--- config.mk ---
export PLATFORM = sky130hd
export DESIGN_NAME = seq_divider
export DESIGN_NICKNAME = d
export VERILOG_FILES = /design/src/rtl/seq_divider.sv
export SDC_FILE = /design/constraint.sdc
export NUM_CORES = 1
export LEC_CHECK = 0
export BUFFER_PORTS_ARGS = -buffer_cell sky130_fd_sc_hd__buf_2
export CORE_MARGIN = 8
export CORE_UTILIZATION = 60
export CTS_CLUSTER_SIZE = 24
export DETAILED_ROUTE_END_ITERATION = 10
export PLACE_DENSITY_LB_ADDON = 0.05
export RECOVER_POWER = 100
export SYNTH_ARGS = -nofsm -noshare
export SYNTH_HDL_FRONTEND = slang
export SYNTH_SLANG_ARGS = --single-unit
--- constraint.sdc ---
create_clock -name clk -period 4.9 [get_ports clk]
set_clock_uncertainty 0.2 [all_clocks]
set_input_delay 0.98 -clock clk [delete_from_list [all_inputs] [get_ports clk]]
set_output_delay 0.98 -clock clk [all_outputs]
set_load 0.02 [all_outputs]
--- src/rtl/seq_divider.sv ---
// Multi-cycle restoring divider: one quotient bit per clock, signed or unsigned,
// with divide-by-zero and signed-overflow short cuts that skip the iteration.
module seq_divider #(
  parameter int WIDTH = 32
) (
  input  logic             clk,
  input  logic             reset_n,
  input  logic             start,
  input  logic             signed_op,
  input  logic [WIDTH-1:0] dividend,
  input  logic [WIDTH-1:0] divisor,
  output logic             busy,
  output logic             done,
  output logic [WIDTH-1:0] quotient,
  output logic [WIDTH-1:0] remainder,
  output logic             div_zero,
  output logic             ovf
);

  localparam int CW = $clog2(WIDTH);
  localparam logic [WIDTH-1:0] MIN_VAL = {1'b1, {(WIDTH-1){1'b0}}};

  typedef enum logic [1:0] {IDLE, CALC, FIX} state_t;

  state_t           state_q, state_d;
  logic [CW-1:0]    cnt_q, cnt_d;
  logic [WIDTH-1:0] rem_q, rem_d;
  logic [WIDTH-1:0] dvd_q, dvd_d;
  logic [WIDTH-1:0] dsr_q, dsr_d;
  logic             qneg_q, qneg_d;
  logic             rneg_q, rneg_d;
  logic             dzp_q, dzp_d;
  logic             ovp_q, ovp_d;
  logic             busy_q, busy_d;
  logic             done_q, done_d;
  logic [WIDTH-1:0] quo_q, quo_d;
  logic [WIDTH-1:0] remo_q, remo_d;
  logic             dz_q, dz_d;
  logic             ovf_q, ovf_d;

  logic [WIDTH-1:0] mag_a, mag_b;
  logic [WIDTH:0]   shifted;
  logic [WIDTH+1:0] trial;
  logic             no_borrow;
  logic             unused_trial_bit;

  assign mag_a = (signed_op && dividend[WIDTH-1]) ? (WIDTH'(0) - dividend) : dividend;
  assign mag_b = (signed_op && divisor[WIDTH-1])  ? (WIDTH'(0) - divisor)  : divisor;

  // Trial subtraction as A + ~B + 1, so the top bit is the ALU-style carry (1 = no borrow).
  assign shifted   = {rem_q, dvd_q[WIDTH-1]};
  assign trial     = {1'b0, shifted} + {1'b0, ~{1'b0, dsr_q}} + (WIDTH+2)'(1);
  assign no_borrow = trial[WIDTH+1];
  assign unused_trial_bit = trial[WIDTH];

  always_ff @(posedge clk or negedge reset_n) begin
    if (!reset_n) begin
      state_q <= IDLE;
      cnt_q   <= '0;
      rem_q   <= '0;
      dvd_q   <= '0;
      dsr_q   <= '0;
      qneg_q  <= 1'b0;
      rneg_q  <= 1'b0;
      dzp_q   <= 1'b0;
      ovp_q   <= 1'b0;
      busy_q  <= 1'b0;
      done_q  <= 1'b0;
      quo_q   <= '0;
      remo_q  <= '0;
      dz_q    <= 1'b0;
      ovf_q   <= 1'b0;
    end else begin
      state_q <= state_d;
      cnt_q   <= cnt_d;
      rem_q   <= rem_d;
      dvd_q   <= dvd_d;
      dsr_q   <= dsr_d;
      qneg_q  <= qneg_d;
      rneg_q  <= rneg_d;
      dzp_q   <= dzp_d;
      ovp_q   <= ovp_d;
      busy_q  <= busy_d;
      done_q  <= done_d;
      quo_q   <= quo_d;
      remo_q  <= remo_d;
      dz_q    <= dz_d;
      ovf_q   <= ovf_d;
    end
  end

  always_comb begin
    state_d = state_q;
    cnt_d   = cnt_q;
    rem_d   = rem_q;
    dvd_d   = dvd_q;
    dsr_d   = dsr_q;
    qneg_d  = qneg_q;
    rneg_d  = rneg_q;
    dzp_d   = dzp_q;
    ovp_d   = ovp_q;
    busy_d  = busy_q;
    done_d  = 1'b0;
    quo_d   = quo_q;
    remo_d  = remo_q;
    dz_d    = dz_q;
    ovf_d   = ovf_q;

    case (state_q)
      IDLE: begin
        if (start) begin
          busy_d  = 1'b1;
          cnt_d   = CW'(WIDTH-1);
          rem_d   = '0;
          dvd_d   = mag_a;
          dsr_d   = mag_b;
          qneg_d  = signed_op & (dividend[WIDTH-1] ^ divisor[WIDTH-1]);
          rneg_d  = signed_op & dividend[WIDTH-1];
          dzp_d   = 1'b0;
          ovp_d   = 1'b0;
          state_d = CALC;
          // Special cases preload final results with no sign fix-up and go straight to FIX.
          if (divisor == '0) begin
            dvd_d   = '1;
            rem_d   = dividend;
            qneg_d  = 1'b0;
            rneg_d  = 1'b0;
            dzp_d   = 1'b1;
            state_d = FIX;
          end else if (signed_op && dividend == MIN_VAL && divisor == '1) begin
            dvd_d   = MIN_VAL;
            rem_d   = '0;
            qneg_d  = 1'b0;
            rneg_d  = 1'b0;
            ovp_d   = 1'b1;
            state_d = FIX;
          end
        end
      end
      CALC: begin
        dvd_d = {dvd_q[WIDTH-2:0], no_borrow};
        rem_d = no_borrow ? trial[WIDTH-1:0] : shifted[WIDTH-1:0];
        cnt_d = cnt_q - CW'(1);
        if (cnt_q == '0) state_d = FIX;
      end
      FIX: begin
        quo_d   = qneg_q ? (WIDTH'(0) - dvd_q) : dvd_q;
        remo_d  = rneg_q ? (WIDTH'(0) - rem_q) : rem_q;
        dz_d    = dzp_q;
        ovf_d   = ovp_q;
        done_d  = 1'b1;
        busy_d  = 1'b0;
        state_d = IDLE;
      end
      default: state_d = IDLE;
    endcase
  end

  assign busy      = busy_q;
  assign done      = done_q;
  assign quotient  = quo_q;
  assign remainder = remo_q;
  assign div_zero  = dz_q;
  assign ovf       = ovf_q;

endmodule

==> metrics.cfg, run 1 <==
[die]
num_rows = 50
die_x_um = 154
start_util_pct = 61.1
coreArea_mm2 = 0.0187
die_h_um = 154
ios = 136
die_area_mm2 = 0.0237

[run]
timing.max_cap.violations = 4

[routing]
firstDrtPassIters = 5
vias = 10621
ant_nets = 0
drt_iter0_drc = 1019
wl_per_cell_um = 19.7
drc = 0
via_per_inst = 6.21
routed_wl_um = 33600

[cts]
cts.sinks = 175
insertion_delay_ns = 0.44
cts_tree = yes
clk_path_buf_depth = 2
clk_pin_slew_ns = 0.08
cts_setup_buffers = 0
cts_made_buffers = 17
clockRootBuffer = clkbuf_16
holdBufCountCts = 0
postCtsResizedCells = 0
htree_levels = 4

[yosys]
yosysSeqAreaShare_pct = 38.3
yosys_warnings = 0
ys_seq_elements = 175
syn_area_mm2 = 0.0114
postSynthCellCount = 1353
synth_nets = 1461
ys.flop_type = dfrtp_1
async_reset_ff_share_pct = 100
synth-edff-count = 0
synth_cell_types = 60
avgSynthCellArea_um2 = 8.45

[cells_and_area]
fillers = 1619
multi_input_area_mm2 = 0.00656
seq_area_mm2 = 0.00438
layout-drive-gt1-share_pct = 7.88
final_cells = 1709
synthToLayoutAreaGrowth_pct = 11.9
post-route-util_pct = 68.4
fin_area_mm2 = 0.0128
nets = 1568

[critical_path]
crit_slowest_cell = o31ai_1
worstPathArrival_ns = 4.28
path_delay_family = simple AND/OR/NAND/NOR gates
crit_path_max_fanout = 5
crit_type = reg -> reg
cp_num_buf_inv = 0
crit_path_end_kind = register
cp_slowest_stage_delay_ns = 0.66
worstPathCellList = or4_1 > or4_1 > or2_0 > or2_0 > or3_1 > or4_4 > o31ai_1 > xnor2_1 > o21ai_1
start_kind = register
cp.required_ns = 4.98

[power]
switching_share_pct = 47.3
leakagePower_nw = 5.45
pwr-share-seq_pct = 30.2
power.internal_mw = 4.66
switchingPower_mw = 4.18
ir_drop_uv = 394
pwr-share-clk_pct = 15.8
p_per_area_mw_per_mm2 = 691
comb_power_share_pct = 54.0

[global_route]
overflow = 0
grt_pass1_vias = 10391
grt_use_total_pct = 28.6
antenna_found_initial = 2
grt_pass1_wl_um = 54800
grt_max_degree = 104

[sta]
maxSlewViolCount = 240
fin_crit_ns = 4.20
finalHoldViolCount = 0
hold_ws_ns = 0.277
fmax_mhz = 238
tns_ns = 0
timing.final.crit_share_pct = 85.8
rsz0062_at_grt = no
relSlewSlack_pct = -118
setup_viol = 0
max_slew.worst_pin.slew_ns = 3.27

[status]
violations = max-capacitance violations, max-slew violations
status = finished, violations left

[place]
place.detailed.hpwl_um = 25400
gp_congestion = 0.924
port_buffers = 135
dp_cells = 1675
placed_area_mm2 = 0.0123

[min_path]
hold_path.class = reg -> reg

cell usage after synthesis (all sizes together) (15+ instances only):
cell type,n,share of area [%]
inv,56,1.8
dfrtp,175,38
a21oi,75,3.3
o41ai,19,1.5
o21ai,208,9.1
nand3,24,1.1
a21o,15,0.98
clkbuf,62,2.0
xnor2,59,4.5
nor4,18,0.98
nand2,201,6.6
o31ai,24,1.7
or4,15,1.1
nor2,51,1.7
a22oi,24,1.6
xor2,87,6.7
ha,39,4.3
nor3,22,0.96
mux2i,23,2.0
nand2b,16,0.88
layout by cell type, fill, tap and decap left out, types with 15 or more instances in the layout:
cell	count
dfrtp_1	175
inv_1	56
nor3_1	22
a21o_1	15
o21ai_0	205
buf_2	63
a21oi_1	75
clkbuf_16	17
nand3_1	24
nor2_1	50
nand2b_1	16
o31ai_1	24
clkbuf_1	77
mux2i_1	23
nor4_1	18
nand2_1	200
a22oi_1	24
xnor2_1	59
ha_1	39
o41ai_1	19
xor2_1	87
metal layers:
layer / global-route usage (%) / vias up / routed length, um
li1: - / 5074 / -
met5: 0 / - / 0
met3: 6.08 / 75 / 2710
met2: 44.4 / 449 / 15000
met4: 10.9 / 0 / 1010
met1: 38.7 / 5023 / 14900
final cells by class:
| class | instances | area share, % |
|---|---|---|
| clock inverter | 14 | 1.31 |
| tap | 234 | 2.29 |
| sequential | 175 | 34.2 |
| clock buffer | 18 | 3.43 |
| antenna | 2 | 0.0391 |
| multi-input combinational | 1054 | 51.3 |
| timing repair buffer | 156 | 5.75 |
| inverter | 56 | 1.64 |
registers in the layout, indices dropped and copies added, names as in the netlist:
signal and flops:
dsr_q 32, dvd_q 32, quotient 32, rem_q 32, remainder 32, cnt_q 5
state_q 2, busy 1, div_zero 1, done 1, dzp_q 1, ovf 1
ovp_q 1, qneg_q 1, rneg_q 1
tightest hold or removal path, delay by kind of cell, from the launching register on:
kind | cells | cell delay, ns
compound gates | 1 | 0.05
flops | 1 | 0.34
simple gates | 1 | 0.04
worst paths after layout:
| check | to | slack (ns) | startpoint | cells past startpoint |
|---|---|---|---|---|
| min in group asynchronous | dsr_q[6]$_DFFE_PN0P_ | 1.58 | reset_n | 1 |
| worst min register to register | quotient[9]$_DFFE_PN0P_ | 0.28 | quotient[9]$_DFFE_PN0P_ | 2 |
| worst max-delay path | quotient[31]$_DFFE_PN0P_ | 0.70 | dvd_q[12]$_DFFE_PN0P_ | 9 |
| worst min-delay path | quotient[9]$_DFFE_PN0P_ | 0.28 | quotient[9]$_DFFE_PN0P_ | 2 |
| max in group asynchronous | remainder[28]$_DFFE_PN0P_ | 1.05 | reset_n | 1 |
| worst max register to register | quotient[31]$_DFFE_PN0P_ | 0.70 | dvd_q[12]$_DFFE_PN0P_ | 9 |
through the flow:
stage	setup WS [ns]	total power [mW]
3_5_place_dp	0.557	7.42
3_3_place_gp	0.805	7.33
5_1_grt	0.432	9.54
2_1_floorplan	1.16	6.04
6_report	0.698	8.84
4_1_cts	0.959	8.83
logic make-up (layout without fill, tap and decap cells):
logic type | Yosys count | count (layout) | share of synthesized area, %
mux | 24 | 24 | 2.11
simple gates | 397 | 397 | 16.1
buf+inv | 124 | 244 | 4.08
compound gates | 447 | 447 | 23.8
fa+ha+maj | 40 | 40 | 4.44
xor+xnor | 146 | 146 | 11.2
other cells | 0 | 2 | 0
flops | 175 | 175 | 38.3
power by group through the flow:
stage / Clock, mW / Sequential [mW] / Combinational [mW]
final: 1.40 / 2.67 / 4.78
after global routing: 1.46 / 2.73 / 5.36
after CTS: 1.40 / 2.65 / 4.78
after detailed placement: 0 / 2.68 / 4.75
after global placement: 0 / 2.66 / 4.67
after floorplan: 0 / 2.44 / 3.60
(Power assumes the default switching activity.)
==> run 2: changes to the inputs <==
--- a/config.mk
+++ b/config.mk
@@ -10,8 +10,9 @@
 export CORE_UTILIZATION = 60
 export CTS_CLUSTER_SIZE = 24
 export DETAILED_ROUTE_END_ITERATION = 10
-export PLACE_DENSITY_LB_ADDON = 0.05
+export PLACE_DENSITY = 0.82
 export RECOVER_POWER = 100
+export SKIP_LAST_GASP = 1
 export SYNTH_ARGS = -nofsm -noshare
 export SYNTH_HDL_FRONTEND = slang
 export SYNTH_SLANG_ARGS = --single-unit
==> run 2 against run 1 <==
  * The flow still finishes with violations (max-capacitance violations, max-slew violations)
  * Register-to-register slack worse by 0.05 ns
  * Maximum frequency is 1.1% lower
  * Setup slack worse by 0.048 ns
  * Combinational power is 0.8% lower
  * Cell count hardly changed
  * Global-route usage is 1.1 points lower
  * Highest routed layer is now met5
  * Count of clock-buffer cells in the layout is 1 lower
==> metrics.cfg, run 2 (synthesis gave the netlist of run 1 again) <==
[cells_and_area]
nets = 1567
synthToLayoutAreaGrowth_pct = 12.8
fin_area_mm2 = 0.0129
final_cells = 1708
final_common_cell = o21ai_0
layout-drive-gt1-share_pct = 8.15
final_cell_mix = o21ai_0, nand2_1, dfrtp_1
post-route-util_pct = 69.0

[cts]
cts.sinks = 175
holdBufCountCts = 0
cts_tree = yes
cts_made_buffers = 17
clk_path_buf_depth = 2
postCtsResizedCells = 0
cts_setup_buffers = 0
clk_pin_slew_ns = 0.07
insertion_delay_ns = 0.43
htree_levels = 4
clockRootBuffer = clkbuf_16

[status]
violations = max-capacitance violations, max-slew violations
status = finished, violations left

[die]
die_area_mm2 = 0.0237
num_rows = 50
start_util_pct = 61.1
die_h_um = 154
coreArea_mm2 = 0.0187
die_x_um = 154
ios = 136

[critical_path]
crit_path_end_kind = register
start_kind = register
reg2regPathDepth = 12
crit_type = reg -> reg
crit_path_max_fanout = 8
worstPathArrival_ns = 4.29
cp.required_ns = 4.94

[routing]
routed_wl_um = 32800
drt_iter0_drc = 989
via_per_inst = 6.22
drc = 0
vias = 10630
ant_nets = 0
wl_per_cell_um = 19.2
firstDrtPassIters = 7

[place]
gp_congestion = 0.962
place.detailed.hpwl_um = 24700
placed_area_mm2 = 0.0123
pre_cts_slack_ns = 0.829
dp_cells = 1674
port_buffers = 135

[sta]
tns_ns = 0
relSlewSlack_pct = -112
fmax_mhz = 235
layout_setup_ws_ns = 0.649
rsz0062_at_grt = no
fin_crit_ns = 4.25
finalHoldViolCount = 0
maxSlewViolCount = 157
setup_viol = 0
timing.final.crit_share_pct = 86.7
max_slew.worst_pin.slew_ns = 3.18

[power]
p_per_area_mw_per_mm2 = 700
leakagePower_nw = 5.50
ir_drop_uv = 294

[global_route]
grt_pass1_wl_um = 52900
grt_use_total_pct = 27.6
antenna_found_initial = 3
grt_pass1_vias = 9975
grt_max_degree = 75
overflow = 0

[min_path]
hold-path-cell-count = 2
hold_path.class = reg -> reg

[run]
timing.max_cap.violations = 3

run 2: path summary, 6_finish.rpt:
check                                          start                         to  slack (ns)
setup reg to reg               rem_q[18]$_DFFE_PN0P_      rem_q[12]$_DFFE_PN0P_        0.65
hold reg to reg            remainder[27]$_DFFE_PN0P_  remainder[27]$_DFFE_PN0P_        0.28
setup / recovery               rem_q[18]$_DFFE_PN0P_      rem_q[12]$_DFFE_PN0P_        0.65
hold / removal             remainder[27]$_DFFE_PN0P_  remainder[27]$_DFFE_PN0P_        0.28
max in group asynchronous                    reset_n       dvd_q[6]$_DFFE_PN0P_        1.18
min in group asynchronous                    reset_n       dsr_q[6]$_DFFE_PN0P_        1.39
run 2: area by class of cell:
type	count	area, um2
timing repair buffer	155	748
fill	1561	5810
inverter	56	210
clock buffer	17	425
sequential	175	4380
multi-input combinational	1054	6570
antenna	2	5.00
clock inverter	15	273
tap	234	293
run 2: metal layers:
layer,track usage [%],part of all wire [%],vias to the layer above
met5,0,0.034,-
met4,10.9,3.2,2
met3,5.24,8.1,66
met2,41.9,45,462
met1,38.2,44,5026
li1,-,-,5074
run 2: power by group:
| part | internal, mW | leakage, nW | switching, mW |
|---|---|---|---|
| sequential | 1.95 | 2.24 | 0.728 |
| clock | 0.978 | 0.337 | 0.634 |
| combinational | 2.01 | 2.92 | 2.73 |
run 2: critical path: stages (launching register included):
cell	delay (ns)
dfrtp_1	0.52
ha_1	0.48
and2_0	0.29
nand2_1	0.07
or3_1	0.33
o221ai_1	0.26
a211oi_1	0.14
o21ai_0	0.24
buf_4	0.20
and2_0	0.59
buf_4	0.29
mux2i_1	0.31
o21ai_0	0.12
run 2: per-stage QoR:
| stage | power (mW) | hold WS [ns] |
|---|---|---|
| after floorplan | 6.04 | 0.238 |
| after global placement | 7.18 | 0.256 |
| after detailed placement | 7.35 | 0.264 |
| after CTS | 9.00 | 0.281 |
| after global routing | 9.69 | 0.297 |
| final | 9.03 | 0.277 |
==> run 3: changes to the inputs <==
--- a/config.mk
+++ b/config.mk
@@ -5,14 +5,17 @@
 export SDC_FILE = /design/constraint.sdc
 export NUM_CORES = 1
 export LEC_CHECK = 0
+export ABC_AREA = 1
 export BUFFER_PORTS_ARGS = -buffer_cell sky130_fd_sc_hd__buf_2
+export CORE_ASPECT_RATIO = 0.75
 export CORE_MARGIN = 8
 export CORE_UTILIZATION = 60
 export CTS_CLUSTER_SIZE = 24
 export DETAILED_ROUTE_END_ITERATION = 10
-export PLACE_DENSITY = 0.82
+export PLACE_DENSITY = 0.81
 export RECOVER_POWER = 100
 export SKIP_LAST_GASP = 1
+export SLEW_MARGIN = 40
 export SYNTH_ARGS = -nofsm -noshare
 export SYNTH_HDL_FRONTEND = slang
 export SYNTH_SLANG_ARGS = --single-unit
==> run 3 against run 2 <==
  * The run still ends with max-capacitance violations, max-slew violations left
  * Sequential power up 9.0%
  * Critical path depth down 6
  * Clock power down 11%
  * Routed wire length up 45%
  * Sequential share of layout area down 4.5 points
  * Maximum frequency up 9.4%
  * Register-to-register slack better by 0.36 ns
  * Non-clock buffer count down 10
  * Combinational power up 55%
  * First-iteration DRC count up 91%
  * Final area up 15%
  * Highest routed layer unchanged
==> metrics.cfg, run 3 <==
[sta]
setup_viol = 0
fin_crit_ns = 3.89
finalHoldViolCount = 0
max_slew.worst_pin.slew_ns = 2.44
fmax_mhz = 257
timing.final.crit_share_pct = 79.3
layout_setup_ws_ns = 1.01
tns_ns = 0
rsz0062_at_grt = no
maxSlewViolCount = 215
relSlewSlack_pct = -62.9

[routing]
routed_wl_um = 47500
wl_met2_um = 19800
firstDrtPassIters = 6
wl_per_cell_um = 19.4
top_layer = met5
drc = 0
wl_met1_um = 20300
drt_iter0_drc = 1886
via_per_inst = 5.86
vias = 14382
ant_nets = 0
wl_met3_um = 5730

[die]
num_rows = 47
die_h_um = 147
die_x_um = 190
die_area_mm2 = 0.0279
start_util_pct = 61.5
coreArea_mm2 = 0.0222
ios = 136

[cells_and_area]
final_common_cell = nand2_1
fillers = 2009
final_cells = 2453
multi_input_area_mm2 = 0.00785
final_cell_mix = nand2_1, inv_1, nor2_1
layout-drive-gt1-share_pct = 8.25
synthToLayoutAreaGrowth_pct = 8.82
nets = 2252
seq_area_mm2 = 0.00438

[yosys]
ys.flop_type = dfrtp_1
synth_area_leaders = dfrtp_1, nand2_1, inv_1
yosysSeqAreaShare_pct = 32.0
syn_area_mm2 = 0.0137
synth_top_cell_by_area = dfrtp_1
synth.top_cell.area_share_pct = 32.0
yosys_warnings = 0
avgSynthCellArea_um2 = 6.68
postSynthCellCount = 2045
synth_most_common_cell = nand2_1
synth_nets = 2153
synth-edff-count = 0
async_reset_ff_share_pct = 100
synth.top_cells.by_count = nand2_1, inv_1, nor2_1
synth_cell_types = 55
ys_seq_elements = 175

[cts]
htree_levels = 4
insertion_delay_ns = 0.45
clk_pin_slew_ns = 0.08
cts.sinks = 175
clockRootBuffer = clkbuf_16
postCtsResizedCells = 0
clk_path_buf_depth = 2
cts_setup_buffers = 0
cts_tree = yes
cts_made_buffers = 17
holdBufCountCts = 0

[critical_path]
crit_type = reg -> reg
startpoint = state_q[0]$_DFFE_PN0P_
start_kind = register
crit_cells = 6
crit_slowest_cell = clkbuf_1
r2r_start = state_q[0]$_DFFE_PN0P_
cp_slowest_stage_delay_ns = 1.36
reg2regPathDepth = 6
path_delay_family = buffers and inverters
worstPathArrival_ns = 3.99
crit_path_max_fanout = 53
cp.required_ns = 5.01
cp_num_buf_inv = 3
crit_path_end_kind = register
worstPathCellList = nor2_2 > clkbuf_1 > inv_2 > buf_4 > nand2_1 > o21ai_0

[global_route]
grt_use_total_pct = 33.6
antenna_found_initial = 3
grt_pass1_wl_um = 74300
overflow = 0
grt_max_degree = 104
grt_pass1_vias = 13541

[min_path]
hold_start = remainder[29]$_DFFE_PN0P_
hold-path-cell-count = 2
hold_path.class = reg -> reg

[place]
place.detailed.hpwl_um = 36800
dp_cells = 2419
port_buffers = 135
pre_cts_slack_ns = 1.34
gp_congestion = 0.974

[run]
timing.max_cap.violations = 4

[status]
status = finished, violations left
violations = max-capacitance violations, max-slew violations

[power]
p_per_area_mw_per_mm2 = 786
leakagePower_nw = 7.30
ir_drop_uv = 434

[run 3: cell type report]
cell class              instances  area share, %
multi-input cells            1542           52.8
flip-flops and latches        175           29.4
inverters                     263           6.64
repair buffers                145           4.43
clock buffers                  17           2.86
well taps                     294           2.47
clock inverters                15           1.37
diodes                          2         0.0336
[run 3: tightest hold or removal path: cells and delay by family, from the launching register on]
family,cells,cell delay [ns]
flip-flops,1,0.35
AND/OR/NAND/NOR,2,0.12
[run 3: final timing paths]
check                                                  to  slack (ns)
worst max-delay path              quotient[1]$_DFFE_PN0P_        1.01
worst min-delay path            remainder[29]$_DFFE_PN0P_        0.29
worst max register to register    quotient[1]$_DFFE_PN0P_        1.01
worst min register to register  remainder[29]$_DFFE_PN0P_        0.29
max in group asynchronous        quotient[28]$_DFFE_PN0P_        2.26
min in group asynchronous           rem_q[27]$_DFFE_PN0P_        0.86
[run 3: cells by family (layout without fill, tap and decap cells)]
kind of cell,count (synthesis),after routing,share of synthesized area (%)
XOR/XNOR,98,98,6.28
AND/OR/NAND/NOR,1090,1090,34.7
flip-flops,175,175,32.0
adder cells (fa/ha/maj),40,40,3.72
other,0,2,0
buffers and inverters,328,440,9.67
AO/OA/AOI/OAI,314,314,13.6
[run 3: stage by stage]
| stage | hold slack [ns] | utilization (%) | total power [mW] | instance area (um2) |
|---|---|---|---|---|
| floorplan | 0.249 | - | 8.13 | 13700 |
| finish | 0.286 | 66.9 | 11.7 | 14900 |
| CTS | 0.282 | 68.0 | 11.6 | 15100 |
| detailed placement | 0.261 | 65.2 | 10.2 | 14500 |
| global route | 0.310 | 66.9 | 12.6 | 14900 |
| global placement | 0.258 | 65.1 | 9.95 | 14500 |
[run 3: per-layer routing]
metal  vias to the layer above  GRT usage [%]
met2                       785           48.4
met3                       133           9.98
met4                         2           12.3
li1                       6795              -
met1                      6667           47.0
met5                         -              0
[run 3: where the power goes]
part	switching (mW)	leakage, nW	total, mW	internal, mW
clock network	0.737	0.302	1.44	0.706
logic	4.99	4.87	7.33	2.34
registers	0.782	2.13	2.92	2.14
